`config.mk`:
```
export PLATFORM = sky130hd
export DESIGN_NAME = serial_subtractor_flat
export DESIGN_NICKNAME = d
export VERILOG_FILES = /design/src/rtl/serial_subtractor_if.sv /design/src/rtl/serial_subtractor.sv /design/src/flat_wrapper.sv
export SDC_FILE = /design/constraint.sdc
export NUM_CORES = 1
export LEC_CHECK = 0
export BUFFER_PORTS_ARGS = -buffer_cell sky130_fd_sc_hd__buf_4
export CAP_MARGIN = 20
export CORE_ASPECT_RATIO = 0.75
export CORE_MARGIN = 4
export CORE_UTILIZATION = 57
export CTS_BUF_LIST = sky130_fd_sc_hd__clkbuf_8
export DETAILED_ROUTE_END_ITERATION = 10
export PLACE_DENSITY = 0.87
export SETUP_SLACK_MARGIN = 0.2
export SYNTH_ARGS = -nofsm -noshare
export SYNTH_HDL_FRONTEND = slang
export SYNTH_SLANG_ARGS = --single-unit
```
`constraint.sdc`:
```
create_clock -name clk -period 2 [get_ports clk]
set_input_delay 0.5 -clock clk [delete_from_list [all_inputs] [get_ports clk]]
set_output_delay 0.5 -clock clk [all_outputs]
set_load 0.005 [all_outputs]
```
`src/rtl/serial_subtractor_if.sv`:
```
// serial_subtractor_if: start/busy/done handshake and operand/result bus for serial_subtractor
interface serial_subtractor_if #(parameter int WIDTH = 8);
  logic start, bin, busy, done, bout;
  logic [WIDTH-1:0] a, b, diff;
  modport master(output start, a, b, bin, input busy, done, diff, bout);
  modport slave(input start, a, b, bin, output busy, done, diff, bout);
endinterface

```
`src/rtl/serial_subtractor.sv`:
```
// serial_subtractor: bit-serial a - b - bin, one full-subtractor cell, LSB first
module serial_subtractor #(parameter int WIDTH = 8) (
  input logic clk,
  input logic rst,
  serial_subtractor_if.slave s
);
  localparam int CW = $clog2(WIDTH);
  typedef enum logic [1:0] {IDLE, RUN, DONE} state_t;
  state_t state_q, state_d;
  logic [WIDTH-1:0] sa, sb, pr, diff_q;
  logic [CW-1:0] cnt;
  logic br, bout_q, d, bn, last;
  assign d = sa[0] ^ sb[0] ^ br;
  assign bn = (~sa[0] & sb[0]) | (sb[0] & br) | (~sa[0] & br);
  assign last = cnt == CW'(WIDTH - 1);
  assign s.busy = state_q != IDLE;
  assign s.done = state_q == DONE;
  assign s.diff = diff_q;
  assign s.bout = bout_q;
  always_ff @(posedge clk or posedge rst)
    if (rst) state_q <= IDLE;
    else state_q <= state_d;
  always_comb begin
    state_d = state_q;
    state_d = (state_q == IDLE && s.start) ? RUN :
              (state_q == RUN && last) ? DONE :
              (state_q == DONE) ? IDLE : state_q;
  end
  // diff/bout load only on the final bit so partial results never appear
  always_ff @(posedge clk or posedge rst)
    if (rst) begin
      sa <= '0;
      sb <= '0;
      pr <= '0;
      br <= 1'b0;
      cnt <= '0;
      diff_q <= '0;
      bout_q <= 1'b0;
    end else if (state_q == IDLE && s.start) begin
      sa <= s.a;
      sb <= s.b;
      br <= s.bin;
      cnt <= '0;
      pr <= '0;
    end else if (state_q == RUN) begin
      pr <= {d, pr[WIDTH-1:1]};
      sa <= sa >> 1;
      sb <= sb >> 1;
      br <= bn;
      cnt <= cnt + CW'(1);
      if (last) begin
        diff_q <= {d, pr[WIDTH-1:1]};
        bout_q <= bn;
      end
    end
endmodule

```
`src/flat_wrapper.sv`:
```
// flat-port wrapper written by rule: the top's interface ports become plain ports
module serial_subtractor_flat 
#(parameter int WIDTH = 8)
  (clk, rst, s_start, s_a, s_b, s_bin, s_busy, s_done, s_diff, s_bout);
  serial_subtractor_if #(.WIDTH(WIDTH)) s_i ();
  input logic clk;
  input logic rst;
  input wire logic [$bits(s_i.start)-1:0] s_start;
  input wire logic [$bits(s_i.a)-1:0] s_a;
  input wire logic [$bits(s_i.b)-1:0] s_b;
  input wire logic [$bits(s_i.bin)-1:0] s_bin;
  output wire logic [$bits(s_i.busy)-1:0] s_busy;
  output wire logic [$bits(s_i.done)-1:0] s_done;
  output wire logic [$bits(s_i.diff)-1:0] s_diff;
  output wire logic [$bits(s_i.bout)-1:0] s_bout;
  assign s_i.start = s_start;
  assign s_i.a = s_a;
  assign s_i.b = s_b;
  assign s_i.bin = s_bin;
  assign s_busy = s_i.busy;
  assign s_done = s_i.done;
  assign s_diff = s_i.diff;
  assign s_bout = s_i.bout;
  serial_subtractor #(.WIDTH(WIDTH)) u_core (.clk(clk), .rst(rst), .s(s_i));
endmodule
```
### Word level (Yosys, flattened, before mapping)

Index checks and enable logic that the tools add are counted.

* word-level logic and storage cells: 41
* RAM bits: 0
* register bits after elaboration: 39
* memory bits (read-only): 0
* bits of input ports: 20
* latch bits: 0
* memories kept: 0

* div/mod/pow operators: 0
* multiplexer cells: 13
* multiply operators: 0
* add/sub/neg operators: 1
* bitwise gates (word level): 9
* magnitude comparators: 0
* equal/unequal tests: 3
* shift operators: 0
* reductions and logical operators: 7

Operators with widths (number)
* $mux 8: 6
* $mux 2: 3
* $mux 3: 2
* $reduce_bool 2->1: 2
* $add 3x1->3 const B: 1
* $and 1x1->1: 3
* $eq 3x3->1 const B: 1
* $reduce_and 3->1: 1
* $reduce_bool 3->1: 1
* $eq 2x1->1 const B: 1
* $eq 2x2->1 const B: 1
* $logic_and 1x1->1: 2
* $logic_not 2->1: 1
* $mux 1: 2
* $not 1->1: 2
* $or 1x1->1: 2
* $xor 1x1->1: 2

### Logic depth before layout (Yosys ltp)

* depth after elaboration: 6
* mapped depth: 6

### Worst setup path before layout

No wires, ideal clock.

* path kind: register to output
* from: reg u_core.state_q[0]
* to: out s_busy
* arrival time: 0.995 ns
* slack: 0.505 ns
* buffers on the path: 2
* stages on the path, launching flop included: 4
* cell sequence: dfrtp_1 -> buf_6 -> buf_4 -> or2_1

* cells in the longest elaborated chain, start to end: 1

Ends and longest elaborated chain
* from (decl): RTL line serial_subtractor.sv:9 `state_t state_q, state_d;`
* from (signal assigned): RTL line serial_subtractor.sv:22 `else state_q <= state_d;`
* $reduce_bool 2->1: RTL line serial_subtractor.sv:16 `assign s.busy = state_q != IDLE;`
* to (decl): RTL line flat_wrapper.sv:12 `output wire logic [$bits(s_i.busy)-1:0] s_busy;`

No other way between the ends.

### Worst setup path in the final report

Ends and elaborated chain as after synthesis.

==> impl_metrics.tcl <==
set metrics [dict create \
    grt_pass1_wl_mm 6.375 \
    ios 31 \
    fin_skew_ns 0.004548 \
    cts_tree "built" \
    finalHoldViolCount 0 \
    syn_to_final_growth_pct 17.20 \
    die_height_um 56.83 \
    synth-seq-cells 38 \
    drtAntennaViolNets 0 \
    most-common-layout-cells "dfrtp_1, buf_4, nor3_1" \
    start_kind "flop" \
    via_per_inst 5.960 \
    yosysSeqAreaShare_pct 52.49 \
    drt_pass1_iterations 4 \
    drt_iter0_drc 169 \
    outcome "finished clean" \
    detail_route.wl_per_cell_um 16.82 \
    cts_htree_levels 2 \
    reg2reg_to "u_core.s.bout$_DFFE_PP0P_" \
    crit_path_end_kind "primary output" \
    worst_pin_slew_ns 0.5918 \
    finalCritPeriodShare_pct 86.93 \
    maxCapViolations 0 \
    coreArea_um2 2999 \
    startpoint "u_core.state_q[0]$_DFFE_PP0P_" \
    finalWorstSetupSlack_ns 0.2614 \
    num_rows 17 \
    reg2reg_depth 4 \
    critPathCapture "s_busy" \
    grt_setup_unrepaired "false" \
    postPlaceCellArea_um2 2027 \
    fin_area_um2 2123 \
    grt_max_degree 39 \
    start_util_pct 60.41 \
    synthesis.nets 178 \
    clk_latency_ns 0.29 \
    crit-reg2reg-launch "u_core.cnt[0]$_DFFE_PP0P_" \
    cts_sinks 38 \
    rrSetupSlack_ns 0.47 \
    critPathArrivalTime_ns 1.24 \
    drc 0 \
    synth.avg_cell_area_um2 11.69 \
    die_w_um 73.10 \
    grt_usage_pct 20.36 \
    antenna_found_initial 0 \
    final_common_cell "dfrtp_1" \
    final-setup-viol-count 0 \
    crit_slowest_cell "dfrtp_2" \
    grt-ovfl-total 0 \
    path_clk_slew_ns 0.07 \
    holdBufCountCts 0 \
    cp.required_ns 1.50 \
    wl_mm 3.750 \
    syn_area_um2 1812 \
    vias 1329 \
    maxSlewViolCount 0 \
    gp_congestion 0.7507 \
    holdWs_ns 0.3121 \
    finalPower_mw 3.487 \
    cts_made_buffers 5 \
    crit_path_cell_trace "or2_1 -> buf_4" \
    ir_drop_v 0.0008720 \
    path_max_fanout 18 \
    power-per-cell-area_nw_per_um2 1642 \
    cp_slowest_stage_delay_ns 0.53 \
    dp.cells 215 \
    layout.nets 207 \
    utilization_pct 70.80 \
    ys_warn_count 0 \
    dieArea_um2 4154 \
    grt_pass1_vias 1288 \
    p_leak_nw 0.9788 \
    n_antenna_cell 0 \
    drive_above_1_share_pct 36.22 \
    syn_inst 155 \
    tns_ns 0 \
    synthDistinctLibCells 30 \
    fill_cells 209 \
    fin_crit_ns 1.739 \
    final_cell_count_no_fill 223 \
    maxSlewHeadroom_pct 60.46 \
    fmax_mhz 575.2 \
    port_buffers 30 \
    dp_hpwl_mm 2.589 \
    clock_path_buffers 2 \
    min_path_type "in -> async" \
    critPathKind "reg -> out" \
    cts-root-buf "clkbuf_8" \
    dp_slack_ns 0.4182 \
]
==> worst min-delay path by stage <==
stage	endpoint	startpoint	cells after the start
finish	u_core.s.diff[0]$_DFFE_PP0P_	rst	3
floorplan	u_core.pr[1]$_DFFE_PP0P_	u_core.pr[1]$_DFFE_PP0P_	1
global placement	u_core.s.diff[7]$_DFFE_PP0P_	u_core.s.diff[7]$_DFFE_PP0P_	2
global route	u_core.pr[3]$_DFFE_PP0P_	rst	3
CTS	u_core.s.diff[1]$_DFFE_PP0P_	rst	3
detailed placement	u_core.cnt[1]$_DFFE_PP0P_	u_core.cnt[1]$_DFFE_PP0P_	1
==> synth_stat cells, drive strengths merged <==
cell,count,share of area [%]
nor3,36,13
nand2,5,1.0
o21bai,1,0.41
or2,1,0.35
dfrtp,38,52
nor2b,2,0.69
mux2,8,6.4
a32o,2,1.1
clkbuf,2,0.41
o22ai,12,4.1
nand3b,1,1.1
o21a,2,0.83
inv,6,1.2
a21oi,3,1.0
o21ai,7,1.9
a22o,8,3.9
buf,10,4.4
nand2b,3,1.4
ha,2,1.4
o32ai,1,0.48
nor2,4,0.83
fa,1,1.1
==> layer usage <==
layer | track usage (%) | routed length, um | part of all wire [%] | vias to the layer above
met2 | 27.77 | 1731 | 46 | 38
met4 | 9.211 | 72 | 1.9 | 0
met1 | 29.56 | 1740 | 46 | 661
li1 | - | - | - | 621
met3 | 5.903 | 206 | 5.5 | 9
met5 | 0 | 0 | 0 | -
==> what timing repair did <==
action / in CTS / in global routing
resized for setup: 1 / 3
endpoints found under the setup margin: 1 / 1
setup buffers: 0 / 0
endpoints found under the hold margin: 0 / 0
==> where the power goes <==
group | switching [mW] | total (mW) | internal (mW)
combinational | 0.730 | 1.49 | 0.758
clock | 0.272 | 0.545 | 0.273
sequential | 0.323 | 1.45 | 1.13
==> worst max-delay path: cells and delay by family, from the launching register on <==
kind | cells | cell delay, ns
DFF | 1 | 0.53
buffers and inverters | 1 | 0.13
and+or+nand+nor | 1 | 0.27
==> area by class of cell <==
| cell class | instances | area (um2) | area share (%) |
|---|---|---|---|
| sequential | 38 | 953.4 | 44.90 |
| multi-input combinational | 99 | 750.7 | 35.36 |
| timing repair buffer | 34 | 255.2 | 12.02 |
| clock buffer | 6 | 82.58 | 3.889 |
| tap | 38 | 47.55 | 2.239 |
| inverter | 6 | 25.02 | 1.179 |
| clock inverter | 2 | 8.758 | 0.4125 |
==> flip-flops by register name, summed over array words and instances, names as in the netlist <==
register and count:
u_core.state_q 2, u_core.s.diff 8, u_core.pr 7, u_core.br 1
u_core.sa 8, u_core.cnt 3, u_core.s.bout 1, u_core.sb 8
==> cell families after synthesis <==
group	after synthesis	synth area share, %
buffers and inverters	18	6.077
adders and majority gates	3	2.486
muxes	8	6.423
DFF	38	52.49
AOI/OAI and AO/OA	36	13.81
and+or+nand+nor	52	18.72
Power figures use the tool's default switching activity.
